**src/rtl/des_key_schedule.sv**
```systemverilog
// DES key schedule: turns the 56-bit PC-1 output into round subkeys K1..K16.
// One subkey is presented per output handshake. C/D are rotated in place and
// PC-2 is pure wiring from the C/D flops to the subkey port.
// Optional build macro DES_KS_DECRYPT_EN adds a `decrypt` input that, when set
// at key accept, emits K16..K1 by right-rotating instead.
module des_key_schedule (
    input  logic         clk,
    input  logic         rst,
    input  logic [0:55]  kplus,
    input  logic         key_valid,
    output logic         key_ready,
    output logic [0:47]  subkey,
    output logic [4:0]   sk_round,
    output logic         sk_valid,
    input  logic         sk_ready,
    output logic         done
`ifdef DES_KS_DECRYPT_EN
    ,
    input  logic         decrypt
`endif
);

    localparam int unsigned HALF_W = 28;
    localparam int unsigned CD_W   = 56;
    localparam int unsigned SK_W   = 48;
    localparam int unsigned RND_W  = 5;

    localparam logic [RND_W-1:0] FIRST_RND = RND_W'(1);
    localparam logic [RND_W-1:0] LAST_RND  = RND_W'(16);

    // PC-2 selection table, 1-based positions into CD
    localparam int unsigned PC2 [SK_W] = '{
        14, 17, 11, 24,  1,  5,  3, 28, 15,  6, 21, 10,
        23, 19, 12,  4, 26,  8, 16,  7, 27, 20, 13,  2,
        41, 52, 31, 37, 47, 55, 30, 40, 51, 45, 33, 48,
        44, 49, 39, 56, 34, 53, 46, 42, 50, 36, 29, 32
    };

    typedef enum logic {
        IDLE = 1'b0,
        RUN  = 1'b1
    } state_e;

    // Rotation amount used to produce the subkey of the given round
    function automatic logic [1:0] shift_of(input logic [RND_W-1:0] rnd);
        case (rnd)
            RND_W'(1), RND_W'(2), RND_W'(9), RND_W'(16): shift_of = 2'd1;
            default:                                     shift_of = 2'd2;
        endcase
    endfunction

    function automatic logic [0:HALF_W-1] rotl(input logic [0:HALF_W-1] h,
                                                input logic [1:0]        n);
        rotl = (n == 2'd1) ? {h[1:HALF_W-1], h[0]} : {h[2:HALF_W-1], h[0:1]};
    endfunction

`ifdef DES_KS_DECRYPT_EN
    function automatic logic [0:HALF_W-1] rotr(input logic [0:HALF_W-1] h,
                                                input logic [1:0]        n);
        rotr = (n == 2'd1) ? {h[HALF_W-1], h[0:HALF_W-2]}
                           : {h[HALF_W-2:HALF_W-1], h[0:HALF_W-3]};
    endfunction
`endif

    state_e            state_q, state_d;
    logic [0:HALF_W-1] c_q, c_d;
    logic [0:HALF_W-1] d_q, d_d;
    logic [RND_W-1:0]  round_q, round_d;
    logic              valid_q, valid_d;
    logic              ready_q, ready_d;
    logic              done_q, done_d;
    logic [RND_W-1:0]  final_rnd;
    logic [0:CD_W-1]   cd;

`ifdef DES_KS_DECRYPT_EN
    logic              dec_q, dec_d;
    assign final_rnd = dec_q ? FIRST_RND : LAST_RND;
`else
    assign final_rnd = LAST_RND;
`endif

    // Next-state, rotation and handshake control
    always_comb begin
        state_d = state_q;
        c_d     = c_q;
        d_d     = d_q;
        round_d = round_q;
        valid_d = valid_q;
        ready_d = ready_q;
        done_d  = 1'b0;
`ifdef DES_KS_DECRYPT_EN
        dec_d   = dec_q;
`endif
        case (state_q)
            IDLE: begin
                if (key_valid && ready_q) begin
`ifdef DES_KS_DECRYPT_EN
                    dec_d = decrypt;
                    if (decrypt) begin
                        // C16D16 equals C0D0: start from the unrotated key
                        c_d     = kplus[0:HALF_W-1];
                        d_d     = kplus[HALF_W:CD_W-1];
                        round_d = LAST_RND;
                    end else begin
                        c_d     = rotl(kplus[0:HALF_W-1], 2'd1);
                        d_d     = rotl(kplus[HALF_W:CD_W-1], 2'd1);
                        round_d = FIRST_RND;
                    end
`else
                    c_d     = rotl(kplus[0:HALF_W-1], 2'd1);
                    d_d     = rotl(kplus[HALF_W:CD_W-1], 2'd1);
                    round_d = FIRST_RND;
`endif
                    valid_d = 1'b1;
                    ready_d = 1'b0;
                    state_d = RUN;
                end
            end
            RUN: begin
                if (valid_q && sk_ready) begin
                    if (round_q == final_rnd) begin
                        valid_d = 1'b0;
                        done_d  = 1'b1;
                        ready_d = 1'b1;
                        state_d = IDLE;
                    end
`ifdef DES_KS_DECRYPT_EN
                    else if (dec_q) begin
                        c_d     = rotr(c_q, shift_of(round_q));
                        d_d     = rotr(d_q, shift_of(round_q));
                        round_d = RND_W'(round_q - RND_W'(1));
                    end
`endif
                    else begin
                        c_d     = rotl(c_q, shift_of(RND_W'(round_q + RND_W'(1))));
                        d_d     = rotl(d_q, shift_of(RND_W'(round_q + RND_W'(1))));
                        round_d = RND_W'(round_q + RND_W'(1));
                    end
                end
            end
            default: state_d = IDLE;
        endcase
    end

    // State and datapath registers with synchronous reset
    always_ff @(posedge clk) begin
        if (rst) begin
            state_q <= IDLE;
            c_q     <= '0;
            d_q     <= '0;
            round_q <= '0;
            valid_q <= 1'b0;
            ready_q <= 1'b1;
            done_q  <= 1'b0;
`ifdef DES_KS_DECRYPT_EN
            dec_q   <= 1'b0;
`endif
        end else begin
            state_q <= state_d;
            c_q     <= c_d;
            d_q     <= d_d;
            round_q <= round_d;
            valid_q <= valid_d;
            ready_q <= ready_d;
            done_q  <= done_d;
`ifdef DES_KS_DECRYPT_EN
            dec_q   <= dec_d;
`endif
        end
    end

    assign cd = {c_q, d_q};

    // PC-2 is a fixed permutation: no logic between the C/D flops and subkey
    for (genvar i = 0; i < SK_W; i++) begin : g_pc2
        assign subkey[i] = cd[PC2[i] - 1];
    end

    assign key_ready = ready_q;
    assign sk_round  = round_q;
    assign sk_valid  = valid_q;
    assign done      = done_q;

endmodule
```
**config.mk**
```make
export PLATFORM = sky130hd
export DESIGN_NAME = des_key_schedule
export DESIGN_NICKNAME = d
export VERILOG_FILES = /design/src/rtl/des_key_schedule.sv
export SDC_FILE = /design/constraint.sdc
export NUM_CORES = 1
export LEC_CHECK = 0
export BUFFER_PORTS_ARGS = -buffer_cell sky130_fd_sc_hd__buf_4
export CORE_ASPECT_RATIO = 1.5
export CORE_MARGIN = 10
export CORE_UTILIZATION = 41
export CTS_CLUSTER_SIZE = 12
export DETAILED_ROUTE_END_ITERATION = 8
export PLACE_DENSITY = 0.65
export SLEW_MARGIN = 10
export SYNTH_ARGS = -nofsm -noshare
export SYNTH_HDL_FRONTEND = slang
export SYNTH_SLANG_ARGS = --single-unit
```
**constraint.sdc**
```tcl
create_clock -name clk -period 2.6 [get_ports clk]
set_input_delay 0.39 -clock clk [delete_from_list [all_inputs] [get_ports clk]]
set_output_delay 0.39 -clock clk [all_outputs]
set_load 0.005 [all_outputs]
```
; ---- Word level (Yosys, flattened, before mapping)
; Cells that the tools add are included.
[classes]
n_addsub = 1
eq_ne = 10
mux = 31
bitwise = 2
reduce_logical = 6
[op_table]
columns = operator, count
row1 = 28-bit 2-to-1 mux, 8
row2 = 28-bit case mux with 2 select lines, 2
row3 = 5-bit 2-to-1 mux, 3
row4 = 5-bit equality test (second input constant), 2
row5 = 1-bit 2-to-1 mux, 10
row6 = 5-bit case mux with 2 select lines, 1
row7 = 2-bit 2-to-1 mux, 4
row8 = 1-bit case mux with 2 select lines, 3
row9 = 3-bit AND reduction, 2
row10 = 5-bit by 1-bit adder with 5-bit output (second input constant), 1
row11 = 5-bit by 1-bit equality test with 1-bit output (second input constant), 1
row12 = 5-bit by 2-bit equality test with 1-bit output (second input constant), 1
row13 = 5-bit by 4-bit equality test with 1-bit output (second input constant), 1
row14 = 2-bit by 1-bit != test with 1-bit output (second input constant), 2
row15 = 2-bit != test (second input constant), 2
row16 = 4-bit OR reduction, 1
row17 = 3-bit OR reduction, 1
row18 = 2-bit by 1-bit equality test with 1-bit output (second input constant), 1
row19 = 1-bit logical AND, 2
row20 = 1-bit NOT, 2
[totals]
ff_bits = 65
input_bits = 60
output_inout_bits = 56
wordCells = 57

; ---- Longest topological paths before layout
[depth]
depth_word = 12
ltp_mapped = 9
mapped_depth_nobuf = 7

; ---- Worst setup path after synthesis
; Ideal clock, no wire load.
[synth_path]
path_type = reg-to-reg
startpoint = register round_q[0] (netlist: sk_round[0])
endpoint = register c_q[10] (netlist name)
setup_time_ns = 0.083
arrival_ns = 1.978
required_ns = 2.517
path_slack_ns = 0.539
path_stages_with_launch = 9
n_path_buf = 2
synth_period_minus_slack_ns = 2.061
path_cell_list = dfxtp_1 > ha_1 > nand2b_1 > a21oi_1 > o32a_1 > or2_1 > buf_4 > buf_6 > o221ai_2
[synth_between]
elab_chain_cells = 12
elab_cells_between_ends = 18
classes_between = add/sub (1) / eq/ne (7) / mux (8) / reduce/logical (2)
[synth_rtl]
columns = item, line_no
row1 = "start, declared", 68  ; logic [RND_W-1:0] round_q, round_d;
row2 = "start signal, assigned", 162  ; round_q <= round_d;
row3 = 5-bit by 1-bit adder with 5-bit output, 135  ; c_d = rotl(c_q, shift_of(RND_W'(round_q + RND_W'(1))));
row4 = 5-bit by 1-bit equality test with 1-bit output (tied with other cells), 46  ; case (rnd)
row5 = 4-bit OR reduction, 46
row6 = 2-bit 2-to-1 mux, 46
row7 = 2-bit 2-to-1 mux, 121  ; if (round_q == final_rnd) begin
row8 = 2-bit 2-to-1 mux, 120  ; if (valid_q && sk_ready) begin
row9 = 2-bit 2-to-1 mux, 94  ; case (state_q)
row10 = 2-bit by 1-bit equality test with 1-bit output, 54  ; rotl = (n == 2'd1) ? {h[1:HALF_W-1], h[0]} : {h[2:HALF_W-1], h[0:1]};
row11 = 28-bit 2-to-1 mux, 54
row12 = 28-bit 2-to-1 mux, 121
row13 = 28-bit 2-to-1 mux, 120
row14 = 28-bit case mux with 2 select lines, 94
row15 = "end signal, assigned", 149  ; c_q <= '0;
row16 = "end signal, assigned", 160  ; c_q <= c_d;
row17 = "end, declared", 66  ; logic [0:HALF_W-1] c_q, c_d;
; Parallel ways exist; a longest one is shown, timed or not. The select of a mux whose other input is x is not followed.
; A chain may end at the register's enable or synchronous reset.

; ---- Final worst setup path
[layout_path]
startpoint = register round_q[0] (netlist: sk_round[0])
endpoint = register c_q[13] (netlist name)
; Same word-level chain as after synthesis.

==> summary.md <==
| Metric | Value |
|---|---|
| Gr usage total | `between 10% and 20%` |
| Met1 WL | `around 5600 um` |
| Worst-skew pair later-pin latency | `0.33 ns` |
| GP Congestion | `roughly 0.8` |
| DR WL/cell | `18.5 um` |
| FILL cells | `1052` |
| CTS tree | `yes` |
| Final design utilization | `roughly half` |
| Netlist Area Pre-Place | `4450 um^2` |
| Max Clk Rate | `411 MHz` |
| WL met2 | `approximately 6600 um` |
| Cts hold-fix bufs | `0` |
| Clock sink count | `65` |
| Worst-margin pin slew | `0.599 ns` |
| Die width | `105 um` |
| Total of max-cap violations | `0` |
| Setup CP Type | `reg2reg` |
| Slew Limit Fails | `0` |
| Drt pass-1 iters | `5` |
| DP Wirelength | `between 8000 and 9000 um` |
| Core Area | `roughly 11000 um^2` |
| Final Hold Fails | `0` |
| Area contributors post-synth | `dfxtp_1, o221ai_2, nor3b_1` |
| Drt drc | `0` |
| Synth warnings | `0` |
| Overall power | `between 2000 and 3000 uW` |
| Final setup viols | `0` |
| Antenna Nets Post-Route | `0` |
| Synth Area per Inst | `roughly 8.5 um^2` |
| Clk slew on worst S/H paths | `0.06 ns` |
| Post-synth top area share | `29.2%` |
| Clock buffer depth | `2` |
| DR top layer | `met4` |
| Post-synthesis sequential area ratio | `between 20% and 30%` |
| Status | `finished, final reports clean` |
| Hold Path Class | `in2reg` |
| Vias in the first global route | `3990` |
| Gate Count Post-Synth | `between 500 and 600` |
| Postcts setup bufs | `0` |
| Global route overflow | `0` |
| Wire length of the first global-routing pass | `slightly above 20000 um` |
| Starting Density | `42.0%` |
| Post-synth cell types | `39` |
| Yosys reg bits | `between 60 and 70` |
| Number of synthesized flops with an enable pin | `0` |
| IO buf count | `115` |
| Post-Syn Nets | `between 500 and 600` |
| Die ar. | `15500 um^2` |
| Relative slew slack | `around 60%` |
| Setup ws final | `about 0.17 ns` |
| Pwr Density | `between 500 and 600 nW/um^2` |
| Main synth FF type | `dfxtp_1` |
| Ports | `about 120` |
| Routed vias | `between 4000 and 5000` |
| Worst slack, placed | `-0.0649 ns` |
| Htree depth | `3` |
| TritonCTS buffer count | `9` |
| Std cell rows | `between 40 and 50` |
| Initial antenna violation count | `0` |
| Startpoint type of the worst setup path | `flip-flop` |
| Period utilisation layout | `between 90% and 100%` |
| WHS | `0.319 ns` |
| Worst EP required | `2.79 ns` |
| Nets | `between 600 and 700` |
| Clock Skew | `approximately 0.01 ns` |
| Min cycle time layout | `~2.4 ns` |
| VDD IR max | `0.000401 V` |
| DRT iter0 DRCs | `between 150 and 200` |
| Leakage | `0.00184 uW` |
| CTS root buf | `clkbuf_16` |
| Final wirelength | `roughly 13000 um` |
| CP max FO | `28` |
| Ys async rst share | `0%` |
| Die Ht | `between 100 and 150 um` |
| CP Capture Type | `flip-flop` |
| Syn-to-layout area delta | `18.8%` |
| Setup repair after global routing missed its margin | `false` |
| Fraction of layout cells with a size suffix above 1 | `33.8%` |
| Worst EP arrival | `~2.6 ns` |
| Vias per inst | `5.74` |
| Leading area contributor after synthesis | `dfxtp_1` |
| Metal3 WL | `roughly 630 um` |
| Largest net degree at the start of global routing | `63` |
| N_diodes | `0` |
metrics by stage:
| stage | area, um^2 | setup TNS, ns | instances |
|---|---|---|---|
| floorplan | 4450 | 0 | 521 |
| global placement | 4970 | 0 | 683 |
| detailed placement | 4970 | -0.759 | 683 |
| CTS | 5290 | 0 | 700 |
| global route | 5290 | 0 | 700 |
| finish | 5290 | 0 | 700 |
where the power goes:
part	internal, uW	switching, uW
Combinational	258	326
Sequential	1060	78.9
Clock	820	440
Total	2140	845
kinds of logic after synthesis:
group	after synthesis	synth area share (%)
xor gates and xnor gates	1	0.197
adders and majority gates	5	1.41
DFF	65	29.2
AOI/OAI and AO/OA	190	35.4
and+or+nand+nor	147	18.6
buffers and inverters	113	15.2
critical path: stages (launching register included):
cell	delay [ns]
dfxtp_1	0.49
inv_1	0.11
ha_1	0.22
a2111oi_0	0.48
o32a_2	0.29
or2_4	0.52
o221ai_2	0.18
area by class of cell:
cell class	count	area, um^2	area share [%]
Clock buffer	14	274	5.18
Clock inverter	2	35.0	0.662
Inverter	5	18.8	0.355
Multi-Input combinational cell	344	2500	47.4
Sequential cell	65	1300	24.6
Tap cell	144	180	3.41
Timing Repair Buffer	126	975	18.4
path summary, 6_finish.rpt:
check / from / endpoint / slack (ns) / cells after the start
min: sk_ready / done$_SDFF_PP0_ / 0.32 / 3
min reg2reg: sk_valid$_SDFFE_PP0P_ / done$_SDFF_PP0_ / 0.49 / 2
max: sk_round[0]$_SDFFE_PP0P_ / c_q[13]$_SDFFE_PP0P_ / 0.17 / 6
max reg2reg: sk_round[0]$_SDFFE_PP0P_ / c_q[13]$_SDFFE_PP0P_ / 0.17 / 6
cell usage in the layout (no fill, tap or decap), drive strengths merged, types with 2 or more instances in the layout:
cell      n
and2      3
inv       5
nand3     9
buf     126
clkbuf   14
nand2b    3
ha        5
o211ai   56
o221ai   56
nor2      5
dfxtp    65
o21ai     5
nor3b    57
nor3      2
nand2    62
a21oi    63
or2       3
synthesized netlist by cell type (2+ instances only):
library cell  count
a21oi_1          63
and2_1            3
buf_2            19
buf_4            51
buf_6             5
clkbuf_1         32
dfxtp_1          65
ha_1              5
inv_1             4
nand2_1          62
nand2b_1          3
nand3_1           9
nor2_1            5
nor3_1            2
nor3b_1          56
o211ai_1         56
o21ai_0           5
o221ai_1         19
o221ai_2         37
state kept, by name (all words and copies together) (netlist names):
register / count
c_q: 28
d_q: 28
sk_round: 5
done: 1
key_ready: 1
sk_valid: 1
state_q: 1
per-layer routing:
metal  track usage [%]  vias to the layer above
li1                  -                     1977
met1              18.7                     1931
met2              28.0                      100
met3              4.18                        8
met4              4.34                        0
met5                 0                        -
repair_timing:
| item | in CTS | in global routing |
|---|---|---|
| hold endpoints to repair | 0 | 0 |
| cloned | 1 | 0 |
| setup endpoints to repair | 56 | 29 |
| resized for setup | 1 | 1 |
Note: power is estimated with default switching activity, not from simulation.
